## src/rtl/key_input_pkg.sv

```systemverilog
// Shared types and constants for the pushbutton/switch conditioner.
// Holds the repeat FSM state encoding, default timing and counter sizing.
package key_input_pkg;

    typedef enum logic [1:0] {
        IDLE   = 2'd0,
        HOLD   = 2'd1,
        REPEAT = 2'd2
    } rep_state_e;

    localparam int DEF_NUM_KEYS        = 4;
    localparam int DEF_NUM_SW          = 10;
    localparam int DEF_DEBOUNCE_CYCLES = 1000000;
    localparam int DEF_REPEAT_DELAY    = 25000000;
    localparam int DEF_REPEAT_PERIOD   = 5000000;

    // Bits needed to hold 0..max_val; never narrower than one bit.
    function automatic int cnt_width(input int max_val);
        return (max_val < 1) ? 1 : $clog2(max_val + 1);
    endfunction

endpackage

```

## src/rtl/debounce_bit.sv

```systemverilog
// Two-flop synchroniser plus debounce counter for a single input bit.
// rise/fall are combinational strobes that are high in the cycle before stable flips.
module debounce_bit
    import key_input_pkg::*;
#(
    parameter logic RESET_VAL       = 1'b0,
    parameter int   DEBOUNCE_CYCLES = DEF_DEBOUNCE_CYCLES
) (
    input  logic clk_clk,
    input  logic reset_reset_n,
    input  logic din,
    output logic stable,
    output logic rise,
    output logic fall
);

    localparam int            CW       = cnt_width(DEBOUNCE_CYCLES);
    localparam logic [CW-1:0] CNT_LAST = CW'(DEBOUNCE_CYCLES - 1);
    localparam logic [CW-1:0] CNT_MAX  = CW'(DEBOUNCE_CYCLES);

    logic          sync1_q, sync2_q;
    logic          stable_q, stable_d;
    logic [CW-1:0] cnt_q, cnt_d;
    logic          differ, flip;

    // NOTE: every variable driven here gets a default first, so no latch can be inferred.
    always_comb begin
        differ   = (sync2_q != stable_q);
        flip     = differ && (cnt_q == CNT_LAST);
        stable_d = stable_q;
        cnt_d    = '0;
        if (flip) begin
            stable_d = sync2_q;
        end else if (differ) begin
            cnt_d = (cnt_q == CNT_MAX) ? cnt_q : cnt_q + 1'b1;
        end
    end

    // NOTE: sequential state uses non-blocking assignments so every flop samples pre-edge values.
    always_ff @(posedge clk_clk or negedge reset_reset_n) begin
        if (!reset_reset_n) begin
            sync1_q  <= RESET_VAL;
            sync2_q  <= RESET_VAL;
            stable_q <= RESET_VAL;
            cnt_q    <= '0;
        end else begin
            sync1_q  <= din;
            sync2_q  <= sync1_q;
            stable_q <= stable_d;
            cnt_q    <= cnt_d;
        end
    end

    assign stable = stable_q;
    assign rise   = flip & sync2_q;
    assign fall   = flip & ~sync2_q;

endmodule

```

## src/rtl/key_input_conditioner.sv

```systemverilog
// Synchronises and debounces DE1-SoC keys and switches, and generates
// press/release/auto-repeat pulses per key plus a switch-change pulse.
module key_input_conditioner
    import key_input_pkg::*;
#(
    parameter int NUM_KEYS        = DEF_NUM_KEYS,
    parameter int NUM_SW          = DEF_NUM_SW,
    parameter int DEBOUNCE_CYCLES = DEF_DEBOUNCE_CYCLES,
    parameter int REPEAT_DELAY    = DEF_REPEAT_DELAY,
    parameter int REPEAT_PERIOD   = DEF_REPEAT_PERIOD
) (
    input  logic                clk_clk,
    input  logic                reset_reset_n,
    input  logic [NUM_KEYS-1:0] key_raw_n,
    input  logic [NUM_SW-1:0]   sw_raw,
    output logic [NUM_KEYS-1:0] key_level,
    output logic [NUM_KEYS-1:0] key_press,
    output logic [NUM_KEYS-1:0] key_release,
    output logic [NUM_KEYS-1:0] key_repeat,
    output logic [NUM_SW-1:0]   switches_stable,
    output logic                switch_change
);

    localparam int            RW          = cnt_width((REPEAT_DELAY > REPEAT_PERIOD) ? REPEAT_DELAY : REPEAT_PERIOD);
    localparam logic [RW-1:0] DELAY_LAST  = RW'(REPEAT_DELAY - 1);
    localparam logic [RW-1:0] PERIOD_LAST = RW'(REPEAT_PERIOD - 1);

    logic [NUM_KEYS-1:0] key_stable, key_rise, key_fall;
    logic [NUM_SW-1:0]   sw_stable, sw_rise, sw_fall;

    for (genvar g = 0; g < NUM_KEYS; g++) begin : g_key
        debounce_bit #(.RESET_VAL(1'b1), .DEBOUNCE_CYCLES(DEBOUNCE_CYCLES)) u_db (
            .clk_clk       (clk_clk),
            .reset_reset_n (reset_reset_n),
            .din           (key_raw_n[g]),
            .stable        (key_stable[g]),
            .rise          (key_rise[g]),
            .fall          (key_fall[g])
        );
    end

    for (genvar g = 0; g < NUM_SW; g++) begin : g_sw
        debounce_bit #(.RESET_VAL(1'b0), .DEBOUNCE_CYCLES(DEBOUNCE_CYCLES)) u_db (
            .clk_clk       (clk_clk),
            .reset_reset_n (reset_reset_n),
            .din           (sw_raw[g]),
            .stable        (sw_stable[g]),
            .rise          (sw_rise[g]),
            .fall          (sw_fall[g])
        );
    end

    // Keys are active-low: a falling debounced level is a press.
    logic [NUM_KEYS-1:0] key_press_q, key_press_d;
    logic [NUM_KEYS-1:0] key_release_q, key_release_d;
    logic                switch_change_q, switch_change_d;

    always_comb begin
        key_press_d     = key_fall;
        key_release_d   = key_rise;
        switch_change_d = |(sw_rise | sw_fall);
    end

    always_ff @(posedge clk_clk or negedge reset_reset_n) begin
        if (!reset_reset_n) begin
            key_press_q     <= '0;
            key_release_q   <= '0;
            switch_change_q <= 1'b0;
        end else begin
            key_press_q     <= key_press_d;
            key_release_q   <= key_release_d;
            switch_change_q <= switch_change_d;
        end
    end

    rep_state_e          state_q [NUM_KEYS];
    logic [RW-1:0]       rcnt_q  [NUM_KEYS];
    logic [NUM_KEYS-1:0] key_repeat_q;

    // Release wins over everything, so no repeat can coincide with a release.
    always_ff @(posedge clk_clk or negedge reset_reset_n) begin
        if (!reset_reset_n) begin
            for (int k = 0; k < NUM_KEYS; k++) begin
                state_q[k]      <= IDLE;
                rcnt_q[k]       <= '0;
                key_repeat_q[k] <= 1'b0;
            end
        end else begin
            for (int k = 0; k < NUM_KEYS; k++) begin
                key_repeat_q[k] <= 1'b0;
                if (key_rise[k]) begin
                    state_q[k] <= IDLE;
                    rcnt_q[k]  <= '0;
                end else begin
                    case (state_q[k])
                        IDLE: begin
                            if (key_fall[k]) begin
                                state_q[k] <= HOLD;
                                rcnt_q[k]  <= '0;
                            end
                        end
                        HOLD: begin
                            if (REPEAT_DELAY != 0) begin
                                if (rcnt_q[k] == DELAY_LAST) begin
                                    key_repeat_q[k] <= 1'b1;
                                    state_q[k]      <= REPEAT;
                                    rcnt_q[k]       <= '0;
                                end else begin
                                    rcnt_q[k] <= rcnt_q[k] + 1'b1;
                                end
                            end
                        end
                        REPEAT: begin
                            if (rcnt_q[k] == PERIOD_LAST) begin
                                key_repeat_q[k] <= 1'b1;
                                rcnt_q[k]       <= '0;
                            end else begin
                                rcnt_q[k] <= rcnt_q[k] + 1'b1;
                            end
                        end
                        default: state_q[k] <= IDLE;
                    endcase
                end
            end
        end
    end

    assign key_level       = key_stable;
    assign switches_stable = sw_stable;
    assign key_press       = key_press_q;
    assign key_release     = key_release_q;
    assign key_repeat      = key_repeat_q;
    assign switch_change   = switch_change_q;

endmodule

```

## config.mk

```make
export PLATFORM = sky130hd
export DESIGN_NAME = key_input_conditioner
export DESIGN_NICKNAME = d
export VERILOG_FILES = /design/src/rtl/key_input_pkg.sv /design/src/rtl/debounce_bit.sv /design/src/rtl/key_input_conditioner.sv
export SDC_FILE = /design/constraint.sdc
export NUM_CORES = 1
export LEC_CHECK = 0
export BUFFER_PORTS_ARGS = -buffer_cell sky130_fd_sc_hd__clkbuf_2
export CELL_PAD_IN_SITES_DETAIL_PLACEMENT = 1
export CELL_PAD_IN_SITES_GLOBAL_PLACEMENT = 1
export CORE_MARGIN = 1.5
export CORE_UTILIZATION = 40
export DETAILED_ROUTE_END_ITERATION = 8
export GPL_TIMING_DRIVEN = 0
export PLACE_DENSITY = 0.79
export SETUP_SLACK_MARGIN = 0.1
export SLEW_MARGIN = 20
export SYNTH_ARGS = -nofsm -noshare
export SYNTH_HDL_FRONTEND = slang
export SYNTH_SLANG_ARGS = --single-unit
```

## constraint.sdc

```tcl
create_clock -name clk_clk -period 3.95 [get_ports clk_clk]
set_input_delay 0.395 -clock clk_clk [delete_from_list [all_inputs] [get_ports clk_clk]]
set_output_delay 0.395 -clock clk_clk [all_outputs]
set_load 0.05 [all_outputs]
```

Yosys cells after proc, flatten, opt, wreduce, memory -nomap -nowiden
Index checks and enable logic that the tools add are counted.
W data, S select, Z words.
{"block": "totals", "input_bits": 16, "ff_bits": 443, "output_inout_bits": 27, "word_cells": 338}
{"block": "op_classes", "reduce_logical": 31, "bitwise": 43, "n_eq_ne": 84, "mux": 94, "add_sub_neg": 18}
{"operator": "$mux W20", "count": 42}
{"operator": "$eq A20 B20 Y1 const B", "count": 28}
{"operator": "$mux W25", "count": 16}
{"operator": "$pmux W25 S3", "count": 4}
{"operator": "$add A20 B1 Y20 const B", "count": 14}
{"operator": "$add A25 B1 Y25 const B", "count": 4}
{"operator": "$eq A25 B23 Y1 const B", "count": 4}
{"operator": "$eq A25 B25 Y1 const B", "count": 4}
{"operator": "$ne A3 B3 Y1 const B", "count": 14}
{"operator": "$and A1 B1 Y1", "count": 28}
{"operator": "$mux W2", "count": 12}
{"operator": "$pmux W2 S3", "count": 4}
{"operator": "$reduce_bool A4 Y1", "count": 4}
{"operator": "$logic_and A1 B1 Y1", "count": 14}
{"operator": "$ne A1 B1 Y1", "count": 14}
{"operator": "$not A1 Y1", "count": 14}
{"operator": "$mux W1", "count": 12}
{"operator": "$ne A3 B1 Y1 const B", "count": 4}
{"operator": "$ne A3 B2 Y1 const B", "count": 4}
{"operator": "$reduce_and A3 Y1", "count": 4}
{"operator": "$or A10 B10 Y10", "count": 1}
{"operator": "$reduce_or A10 Y1", "count": 1}
{"operator": "$eq A2 B1 Y1 const B", "count": 4}
{"operator": "$eq A2 B2 Y1 const B", "count": 4}
{"operator": "other kinds (4)", "count": 16}

Longest topological paths before layout
{"block": "logic_depth", "word_depth": 6, "depth_mapped": 10, "mapped_depth_nobuf": 8}

Cells and area by module
Synthesis repeated with hierarchy kept, for this count alone.
{"block": "unflattened", "hier_cells": 2438, "hier_area_um2": 23806.6}
{"mod": "debounce_bit at g_sw[0].u_db ...", "cells_each": 120, "seq_area_each_um2": 575.6, "area_each_um2": 1213.7, "n_inst": 9}
{"mod": "key_input_conditioner", "cells_each": 750, "seq_area_each_um2": 3027.9, "area_each_um2": 6759.0, "n_inst": 1}
{"mod": "debounce_bit at g_key[0].u_db ...", "cells_each": 120, "seq_area_each_um2": 579.3, "area_each_um2": 1217.4, "n_inst": 4}
{"mod": "debounce_bit at g_sw[5].u_db", "cells_each": 128, "seq_area_each_um2": 575.6, "area_each_um2": 1255.0, "n_inst": 1}

Worst setup path after synthesis
Ideal clock, no wire load.
{"block": "synth_timing", "path_kind": "register to register", "from": "register g_key[3].u_db.cnt_q[7]", "to": "register rcnt_q[20] (netlist bit)", "setup_slack_ps": 920, "required_ps": 3881, "path_stages_with_launch": 9, "t_arrival_ps": 2961, "setup_time_ps": 69, "period_less_slack_ps": 3030, "n_path_buf": 2, "path_cell_list": "dfrtp_1 -> or4_1 -> or4_1 -> buf_2 -> or4_4 -> buf_6 -> o22a_4 -> or4_1 -> nand3_1"}
{"block": "synth_via", "elab_chain_cells": 5, "elab_cells_between_ends": 8, "classes_between": "eq/ne (2); mux (1); bitwise (2); reduce/logical (3)"}
{"element": "start: declaration", "line": "debounce_bit.sv:23", "rtl": "logic [CW-1:0] cnt_q, cnt_d;"}
{"element": "start signal: assignment", "line": "debounce_bit.sv:50", "rtl": "cnt_q <= cnt_d;"}
{"element": "$eq A20 B20 Y1 (*)", "line": "debounce_bit.sv:29", "rtl": "flip = differ && (cnt_q == CNT_LAST);"}
{"element": "$logic_and A1 B1 Y1 (*)", "line": "debounce_bit.sv:29"}
{"element": "$and A1 B1 Y1 (on tied branches)", "line": "debounce_bit.sv:56, debounce_bit.sv:55"}
{"element": "$ne A3 B1 Y1 (no source line) / $reduce_bool A4 Y1 (equally long branches)"}
{"element": "$reduce_and A2 Y1 (no source line)"}
{"element": "end signal: indexed assignment", "line": "key_input_conditioner.sv:109", "rtl": "rcnt_q[k] <= rcnt_q[k] + 1'b1;"}
{"element": "end signal: indexed assignment", "line": "key_input_conditioner.sv:118", "rtl": "rcnt_q[k] <= rcnt_q[k] + 1'b1;"}
{"element": "end: declaration", "line": "key_input_conditioner.sv:77", "rtl": "logic [RW-1:0] rcnt_q [NUM_KEYS];"}
Every way passes the cells marked *; elsewhere a longest branch is shown, timed or not.
A chain may end at the register's enable or synchronous reset.

Worst setup path in the final report
{"block": "layout_timing", "from": "register g_key[3].u_db.cnt_q[7]", "to": "register rcnt_q[19] (netlist bit)"}
The elaborated chain is that of the path after synthesis.

==> qor.yml <==
report.final.hold_viol_count: 0
antenna_found_initial: 0
cts_tree: "done"
grt_pass1_vias: 19800
pre_cts_ws_ns: 0.139
boundaryPins: 43
synth_warnings: 0
die-width_um: 241
root_buffer: "clkbuf_16"
setup_violations: 0
vias_per_cell: 5.51
synth_cell_types: 70
cts_htree_levels: 2
rsz0062_at_grt: "false"
routed_wl_um: 55000
drt_first_pass_iters: 5
min_path_type: "input port to async pin"
endpoint_kind: "flop"
clock_latency_ns: 0.61
synth_top_family_by_area: "simple AND/OR/NAND/NOR gates"
post-route-min-period_ns: 3.44
insertedDiodeCount: 0
synth_ff_type: "dfrtp_1"
chipHeight_um: 241
postCtsSetupBuffers: 0
gr-total-overflow: 0
synth_xor_area_share_pct: 9.28
p_leak_nw: 11.0
via_count: 18300
ys_seq_elements: 443
synth_area_um2: 22700
yosys.area_share.adder_pct: 2.53
syn_inst: 2414
ir_drop_uv: 311
worstSetupPathType: "flop to flop"
utilization_pct: 46.6
power.density_nw_per_um2: 402
post-route-period-util_pct: 87.2
drt_iter0_drc: 932
drc: 0
stdcell_count: 3330
synth_mux_area_share_pct: 1.31
yosys.area_share.simple_pct: 27.3
grt_pass1_wl_um: 95600
start_util_pct: 40.4
slew_viol_final: 0
synth-compound-area-share_pct: 7.78
maxCapViolations: 0
synth_edf_count: 0
path_clk_slew_ns: 0.06
numCtsBuffers: 52
post_synth.cell_area_avg_um2: 9.42
ant_nets: 0
critPathRequiredTime_ns: 4.41
finalNetCount: 2592
slew_headroom_pct: 43.9
seq_area_frac_synth_pct: 48.8
dp_hpwl_um: 37600
critPathMaxFanout: 10
tns_ns: 0
worst_pin_slew_ns: 0.839
clock_skew_ns: 0.0179
final_layout_size_suffix_gt1_share_pct: 8.35
port-buffer-count: 42
gp_congestion: 0.825
status: "complete, no violations"
grt_usage_pct: 19.6
rows: 87
fin_ws_ns: 0.506
totalPowerFinal_w: 0.0106
place_inst: 3217
routedWlPerCell_um: 16.5
core_um2: 56300
clockBufferDepth: 3
worst_ep_arrival_time_ns: 3.91
critPathLaunchType: "flop"
grt_start_max_net_pins: 91
cts_num_sinks: 443
synthesis.nets: 2476
dieArea_um2: 58300
ys_async_sr_fraction_pct: 100
area_growth_pct: 15.3
max_freq_ghz: 0.290
metrics by stage:
stage / hold slack [ns] / cell area, um2
2_1_floorplan: 0.0994 / 22700
3_3_place_gp: 0.335 / 23900
3_5_place_dp: 0.336 / 24100
4_1_cts: 0.266 / 26200
5_1_grt: 0.309 / 26200
6_report: 0.290 / 26200
power breakdown:
part           switching [W]  leakage, nW  internal [W]  total (W)
Combinational       0.000212         3.96      0.000101   0.000312
Sequential         0.0000612         6.07       0.00459    0.00465
Clock                0.00207        0.966       0.00353    0.00559
Total                0.00234         11.0       0.00822     0.0106
placed cells by master, fill, tap and decap left out, types with 12 or more instances in the layout:
master	Yosys	final
mux2_2	15	15
clkbuf_2	0	41
a21oi_1	43	43
inv_1	71	71
dlygate4sd3_1	0	15
nand2b_1	26	26
bufinv_16	0	15
or2_2	12	12
o211ai_1	12	12
o31ai_1	21	20
and3_1	52	52
mux2i_1	13	13
xor2_1	151	151
nor2_1	347	347
ha_1	46	46
clkbuf_16	0	52
xnor2_1	90	90
nand3_1	209	209
dfstp_2	12	12
a31oi_1	30	30
and2_1	19	19
or3_1	25	25
dfrtp_1	431	431
a21o_1	19	19
nor4b_1	14	13
nor4_1	45	45
buf_4	14	14
and4_1	43	43
o21ai_0	49	49
or4_1	15	15
nand4_1	86	86
clkbuf_1	72	75
nor3_1	66	66
nand2_1	226	226
registers in the layout (all words and copies together) (netlist names):
name	cells
g_sw.u_db.cnt_q	200
rcnt_q	100
g_key.u_db.cnt_q	80
g_sw.u_db.stable	10
g_sw.u_db.sync1_q	10
g_sw.u_db.sync2_q	10
state_q	8
g_key.u_db.stable	4
g_key.u_db.sync1_q	4
g_key.u_db.sync2_q	4
key_press	4
key_release	4
key_repeat	4
switch_change	1
layout make-up:
type	count	area [um2]
multi-input combinational	1808	11000
clock inverter	37	622
timing repair buffer	62	507
sequential	443	11100
buffer	92	409
fill	6362	30000
tap	756	946
inverter	71	267
clock buffer	61	1400
layer usage:
layer	up-vias	track usage [%]	wire length, um
met5	-	0	0
met4	0	6.00	1130
met3	79	2.54	1430
met2	193	34.8	27400
met1	9310	24.7	25100
li1	8764	-	-
critical path, stage by stage, from the launching register on:
cell	delay [ns]
dfrtp_1	0.43
or4_1	0.52
or4_1	0.51
buf_2	0.17
o41ai_1	0.58
a21oi_1	0.12
clkbuf_1	0.31
clkbuf_1	0.35
a22oi_1	0.23
o41ai_1	0.10
synth_stat cells, types with 13 or more instances:
master | n | area share, %
and4_1 | 43 | 1.7
or4_1 | 15 | 0.50
xor2_1 | 151 | 5.8
nor4b_1 | 14 | 0.54
and3_1 | 52 | 1.4
mux2i_1 | 13 | 0.57
buf_4 | 14 | 0.46
nand4_1 | 86 | 2.4
nand3_1 | 209 | 4.6
nor2_1 | 347 | 5.7
nor4_1 | 45 | 1.2
mux2_2 | 15 | 0.74
nand2b_1 | 26 | 0.72
xnor2_1 | 90 | 3.5
inv_1 | 71 | 1.2
or3_1 | 25 | 0.69
o21ai_0 | 49 | 1.1
clkbuf_1 | 72 | 1.2
and2_1 | 19 | 0.52
dfrtp_1 | 431 | 47
nand2_1 | 226 | 3.7
a21oi_1 | 43 | 0.95
a21o_1 | 19 | 0.63
o31ai_1 | 21 | 0.69
ha_1 | 46 | 2.5
a31oi_1 | 30 | 0.83
nor3_1 | 66 | 1.5
what timing repair did:
item | in CTS | in global routing
hold buffers | 15 | 0
endpoints found under the hold margin | 60 | 0
resized for setup | 0 | 0
final timing paths:
path	from	endpoint	slack [ns]	depth (start not counted)
hold / removal	reset_reset_n	g_sw[8].u_db.cnt_q[3]$_DFFE_PN0P_	0.29	2
max in group asynchronous	reset_reset_n	g_key[3].u_db.stable$_DFFE_PN1N_	2.00	5
hold reg to reg	g_sw[9].u_db.sync1_q$_DFF_PN0_	g_sw[9].u_db.sync2_q$_DFF_PN0_	0.34	0
setup / recovery	g_key[3].u_db.cnt_q[7]$_DFFE_PN0P_	rcnt_q[19]$_DFFE_PN0P_	0.51	9
setup reg to reg	g_key[3].u_db.cnt_q[7]$_DFFE_PN0P_	rcnt_q[19]$_DFFE_PN0P_	0.51	9
min in group clk_clk	g_sw[9].u_db.sync1_q$_DFF_PN0_	g_sw[9].u_db.sync2_q$_DFF_PN0_	0.34	0
cell families (layout without fill, tap and decap cells):
kind of cell | after synthesis | count (layout)
xor+xnor | 241 | 241
buf+inv | 163 | 323
compound gates | 259 | 259
fa+ha+maj | 46 | 46
simple gates | 1234 | 1234
mux | 28 | 28
flops | 443 | 443
(Power assumes the default switching activity.)
